[config.mk]
export PLATFORM = sky130hd
export DESIGN_NAME = fg_fetch_responder
export DESIGN_NICKNAME = d
export VERILOG_FILES = /design/src/rtl/fg_fetch_responder.sv
export SDC_FILE = /design/constraint.sdc
export NUM_CORES = 1
export LEC_CHECK = 0
export CORE_MARGIN = 2
export CORE_UTILIZATION = 60
export CTS_CLUSTER_DIAMETER = 30
export DETAILED_ROUTE_END_ITERATION = 8
export DONT_BUFFER_PORTS = 1
export PLACE_DENSITY = 0.75
export SYNTH_ARGS = -nofsm -noshare
export SYNTH_HDL_FRONTEND = slang
export SYNTH_SLANG_ARGS = --single-unit
[constraint.sdc]
create_clock -name clk -period 1.3 [get_ports clk]
set_clock_uncertainty 0.1 [all_clocks]
set_input_delay 0.39 -clock clk [delete_from_list [all_inputs] [get_ports clk]]
set_output_delay 0.39 -clock clk [all_outputs]
set_load 0.005 [all_outputs]
[src/rtl/fg_fetch_responder.sv]
// Foreground fetch responder: bounds-checks signed pixel requests, issues SRAM reads, returns pixel or skip in order.
// Latency: exactly FETCH_DELAY cycles from request sample to fg_pixel_ready; fully pipelined, one request per cycle.
// Backpressure: none; a denied SRAM read becomes a skip response. Optional miss counter under FG_FETCH_MISS_COUNTER_EN.
module fg_fetch_responder #(
    parameter int PRECISION    = 12,
    parameter int RESOLUTION_X = 1920,
    parameter int RESOLUTION_Y = 1080,
    parameter int ADDR_WIDTH   = 21,
    parameter int SRAM_LATENCY = 2,
    parameter int FETCH_DELAY  = 4
) (
    input  logic                  clk,
    input  logic                  rst_n,
    input  logic [PRECISION:0]    fg_pixel_request_x,
    input  logic [PRECISION:0]    fg_pixel_request_y,
    input  logic                  fg_pixel_request_active,
    input  logic [ADDR_WIDTH-1:0] fb_base_addr,
    output logic [ADDR_WIDTH-1:0] sram_addr,
    output logic                  sram_read_en,
    input  logic                  sram_grant,
    input  logic [15:0]           sram_rdata,
    output logic [15:0]           fg_pixel_in,
    output logic                  fg_pixel_skip,
    output logic                  fg_pixel_ready
`ifdef FG_FETCH_MISS_COUNTER_EN
    ,
    output logic [15:0]           miss_count,
    input  logic                  miss_count_clear
`endif
);

    localparam int TAG_LEN  = FETCH_DELAY - 2;
    localparam int DATA_DLY = FETCH_DELAY - SRAM_LATENCY - 2;

    generate
        if (FETCH_DELAY < SRAM_LATENCY + 2) begin : g_bad_delay
            $error("fg_fetch_responder: FETCH_DELAY must be >= SRAM_LATENCY+2");
        end
    endgenerate

    typedef struct packed {
        logic vld;
        logic skip;
    } tag_t;

    int                  x_i;
    int                  y_i;
    logic                in_frame;
    logic [ADDR_WIDTH-1:0] req_addr;

    always_comb begin
        x_i      = int'($signed(fg_pixel_request_x));
        y_i      = int'($signed(fg_pixel_request_y));
        in_frame = (x_i >= 0) && (x_i < RESOLUTION_X) && (y_i >= 0) && (y_i < RESOLUTION_Y);
        // Only meaningful when in_frame, so the unsigned low bits are the coordinate.
        req_addr = ADDR_WIDTH'(fg_pixel_request_y[PRECISION-1:0]) * ADDR_WIDTH'(RESOLUTION_X)
                 + ADDR_WIDTH'(fg_pixel_request_x[PRECISION-1:0]) + fb_base_addr;
    end

    logic s1_vld;
    tag_t tag_q [1:TAG_LEN];

    always_ff @(posedge clk or negedge rst_n) begin
        if (!rst_n) begin
            s1_vld       <= 1'b0;
            sram_read_en <= 1'b0;
            sram_addr    <= '0;
            for (int k = 1; k <= TAG_LEN; k++) tag_q[k] <= '0;
        end else begin
            s1_vld       <= fg_pixel_request_active;
            sram_read_en <= fg_pixel_request_active && in_frame;
            if (fg_pixel_request_active && in_frame) sram_addr <= req_addr;
            // Denied reads are never retried; the grant is judged only in the strobe cycle.
            tag_q[1].vld  <= s1_vld;
            tag_q[1].skip <= s1_vld && (!sram_read_en || !sram_grant);
            for (int k = 2; k <= TAG_LEN; k++) tag_q[k] <= tag_q[k-1];
        end
    end

    logic [15:0] data_last;

    generate
        if (DATA_DLY == 0) begin : g_no_dly
            assign data_last = sram_rdata;
        end else begin : g_dly
            logic [15:0] data_q [DATA_DLY];
            always_ff @(posedge clk or negedge rst_n) begin
                if (!rst_n) begin
                    for (int k = 0; k < DATA_DLY; k++) data_q[k] <= '0;
                end else begin
                    data_q[0] <= sram_rdata;
                    for (int k = 1; k < DATA_DLY; k++) data_q[k] <= data_q[k-1];
                end
            end
            assign data_last = data_q[DATA_DLY-1];
        end
    endgenerate

    always_ff @(posedge clk or negedge rst_n) begin
        if (!rst_n) begin
            fg_pixel_ready <= 1'b0;
            fg_pixel_skip  <= 1'b0;
            fg_pixel_in    <= '0;
        end else begin
            fg_pixel_ready <= tag_q[TAG_LEN].vld;
            fg_pixel_skip  <= tag_q[TAG_LEN].vld && tag_q[TAG_LEN].skip;
            fg_pixel_in    <= (tag_q[TAG_LEN].vld && !tag_q[TAG_LEN].skip) ? data_last : 16'd0;
        end
    end

`ifdef FG_FETCH_MISS_COUNTER_EN
    always_ff @(posedge clk or negedge rst_n) begin
        if (!rst_n) begin
            miss_count <= '0;
        end else if (miss_count_clear) begin
            miss_count <= '0;
        end else if (sram_read_en && !sram_grant && (miss_count != 16'hFFFF)) begin
            miss_count <= miss_count + 16'd1;
        end
    end
`endif

endmodule
==> impl_metrics.csv <==
group,metric,value,unit
pwr,power.leakage,2.644,nW
run_status,violations,"negative hold slack, negative setup slack",
final_layout,final_nets,617,
global_route,grt_remaining_overflow,0,
global_route,grt_pass1_vias,3297,
setup_path,crit_required,1.42,ns
sta,worst_pin_slew,0.4649,ns
placed_design,dp.final_hpwl,6772,µm
detailed_routing,vias_per_cell,5.735,
synthesis,synth_adder_area_share,31.83,%
synthesis,ys_ff_latch,45,
clock_tree,cts_buffer_depth,2,
setup_path,end_kind,"register",
pwr,total_power,0.01109,W
setup_path,crit_family,"compound AO/OA/AOI/OAI gates",
sta,hold_ws,-0.3361,ns
global_route,antenna_found_initial,0,
sta,tns,-32.20,ns
sta,hold_viol_final,45,
floorplanning,dieWidth,83.81,µm
pwr,pwr_density_cell,2022,nW/µm²
detailed_routing,via_count,3137,
setup_path,crit_path_top_delay_cell,"fa_1",
sta,worst_slack,-3.287,ns
synthesis,synth_top_family_by_area,"adder cells",
sta,slew_violations,0,
detailed_routing,dr.pass1.iters,4,
pwr,vdd_drop_max,1346,µV
synthesis,synth.distinct_cells,40,
final_layout,drive_gt1_share,42.13,%
synthesis,netlist_instances,380,
synthesis,ys_seq_area_share,29.47,%
sta,slew_headroom,68.21,%
global_route,grt_start_max_net_pins,46,
synthesis,synthesis.area,3821,µm²
synthesis,syn_area_per_cell,10.06,µm²
detailed_routing,drc_errors,0,
sta,finalSetupViolCount,22,
clock_tree,clk_latency,0.31,ns
synthesis,yosysWarningCount,0,
placed_design,place.port_buffers,0,
synthesis,synth-xor-area-share,5.959,%
floorplanning,core_area,6241,µm²
detailed_routing,drt-initial-drc-count,105,
clock_tree,clock_sinks,45,
synthesis,synth_nets,528,
setup_path,crit_path_cell_trace,"fa_1, fa_2, fa_2, a21o_1, a21oi_2, o21bai_2, a2111oi_4, nor2_1, xnor2_1, ha_1, ha_4, a21o_1, a221o_1, a221oi_2, a21oi_1, o21a_1, o31ai_2",
setup_path,cpPeakStageDelay,0.58,ns
sta,min_period,4.587,ns
sta,rsz0062_at_grt,"yes",
global_route,grt_use_total,27.13,%
final_layout,antenna_cells,0,
clock_tree,cts_buffers,5,
worst_hold_path,hp-class,"input pin to asynchronous set/reset pin",
setup_path,critPathBufInv,0,
setup_path,crit_fanout,3,
floorplanning,dieArea,7023,µm²
floorplanning,die_height,83.81,µm
floorplanning,io_pins,107,
clock_tree,cts_root_buffer,"clkbuf_8",
final_layout,layout_commonest_cell,"buf_4",
detailed_routing,wl,9467,µm
clock_tree,tritoncts,"yes",
final_layout,syn_to_final_growth,43.48,%
setup_path,cp.arrival,4.71,ns
run,drv_cap,0,
setup_path,crit_type,"input pin to register",
synthesis,synth_compound_gate_area_share,16.96,%
synthesis,synth.area.mux_share,0,%
detailed_routing,ant_nets,0,
placed_design,gp_congestion,0.8743,
clock_tree,htreeDepth,2,
final_layout,mostFrequentLayoutCells,"64 x buf_4, 45 x dfrtp_1, 38 x inv_1",
clock_tree,path_clk_slew,0.09,ns
floorplanning,row_count,29,
detailed_routing,wl_per_cell,17.31,µm
global_route,grt_first_pass_wirelength,15230,µm
run_status,outcome,"finished, violations left",
sta,min_period_over_period,352.9,%
synthesis,yosys.area_share.simple,10.48,%
sta,max_freq,218.0,MHz
floorplanning,initial_utilization,61.23,%
setup_path,critPathLaunchType,"input pin",
-- cell usage after synthesis (all sizes together) --
master	number	share of area [%]
a221o	2	0.52
a211oi	3	0.59
ha	54	18
o31ai	4	0.79
nor2	11	1.1
nor3	5	0.65
fa	27	14
a211o	2	0.49
a2111oi	4	0.92
o21ai	24	3.2
o211ai	1	0.20
a221oi	4	1.4
xor2	8	1.8
and3	5	0.82
o21a	3	0.59
xnor2	18	4.1
a2bb2oi	1	0.23
or4	1	0.29
a31o	1	0.23
inv	49	4.8
a21o	17	3.4
nand4	3	0.49
nor4	2	0.33
clkbuf	5	0.49
o21bai	3	0.59
nand2b	1	0.16
nand4b	1	0.23
a31oi	4	1.0
and2	19	3.1
a21boi	2	0.39
nand2	32	3.1
nor2b	1	0.16
a21oi	18	2.4
dfrtp	45	29
-- area by class of cell --
cell class,instances,area (µm²)
clock inverters,3,25.02
repair buffers,87,808.3
clock buffers,5,68.82
fillers,289,758.2
multi-input cells,281,3144
inverters,49,214.0
well taps,77,96.34
flip-flops and latches,45,1126
-- worst register-to-register path, delay by kind of cell (launching register included) --
kind,cells,cell delay [ns]
simple gates,2,0.64
flops,1,0.37
-- metrics by stage --
stage | instance area [µm²] | std cells | utilization [%] | setup slack (ns)
finish | 5483 | 547 | 87.85 | -3.287
global route | 5483 | 547 | 87.85 | -3.430
CTS | 5281 | 544 | 84.62 | -3.193
detailed placement | 4741 | 522 | 75.96 | -3.581
global placement | 4741 | 522 | 75.96 | -3.523
floorplan | 4131 | 380 | - | -3.383
-- registers in the layout, indices dropped and copies added, names as in the netlist --
| register | count |
|---|---|
| fg_pixel_ready | 1 |
| sram_read_en | 1 |
| s1_vld | 1 |
| fg_pixel_in | 16 |
| sram_addr | 21 |
| tag_q | 4 |
| fg_pixel_skip | 1 |
-- timing repair --
item / CTS / global route
setup endpoints to repair: 38 / 22
gates cloned: 4 / 0
hold endpoints to repair: 45 / 46
pin swaps: 32 / 19
gates resized for setup: 66 / 45
setup buffers: 10 / 5
-- power by group --
part / internal (W) / leakage (nW) / switching (W)
clock: 0.000388 / 0.0447 / 0.000507
combinational: 0.00445 / 2.02 / 0.00382
sequential: 0.00168 / 0.583 / 0.000244
total: 0.00651 / 2.64 / 0.00457
-- kinds of logic after synthesis --
| logic type | after synthesis |
|---|---|
| compound gates | 93 |
| flops | 45 |
| simple gates | 81 |
| fa+ha+maj | 81 |
| xor+xnor | 26 |
| buf+inv | 54 |
-- final timing paths --
check	to	startpoint	slack [ns]	cells after the start
setup / recovery	sram_addr[20]$_DFFE_PN0P_	fg_pixel_request_y[0]	-3.29	17
hold / removal	tag_q[0]$_DFF_PN0_	rst_n	-0.34	0
setup reg to reg	fg_pixel_in[3]$_DFF_PN0_	tag_q[1]$_DFF_PN0_	0.14	2
hold reg to reg	tag_q[0]$_DFF_PN0_	tag_q[2]$_DFF_PN0_	0.26	0
max in group asynchronous	sram_addr[6]$_DFFE_PN0P_	rst_n	1.36	0
min in group clk	tag_q[2]$_DFF_PN0_	sram_grant	0.09	1
-- metal layers --
metal  vias up  part of all wire [%]  GRT usage [%]
met5         -                     0              0
met4         0                   2.1          9.824
met3        19                   6.4          6.825
met2       102                    55          50.62
met1      1541                    37          29.47
li1       1475                     -              -
Note: power is estimated with default switching activity, not from simulation.
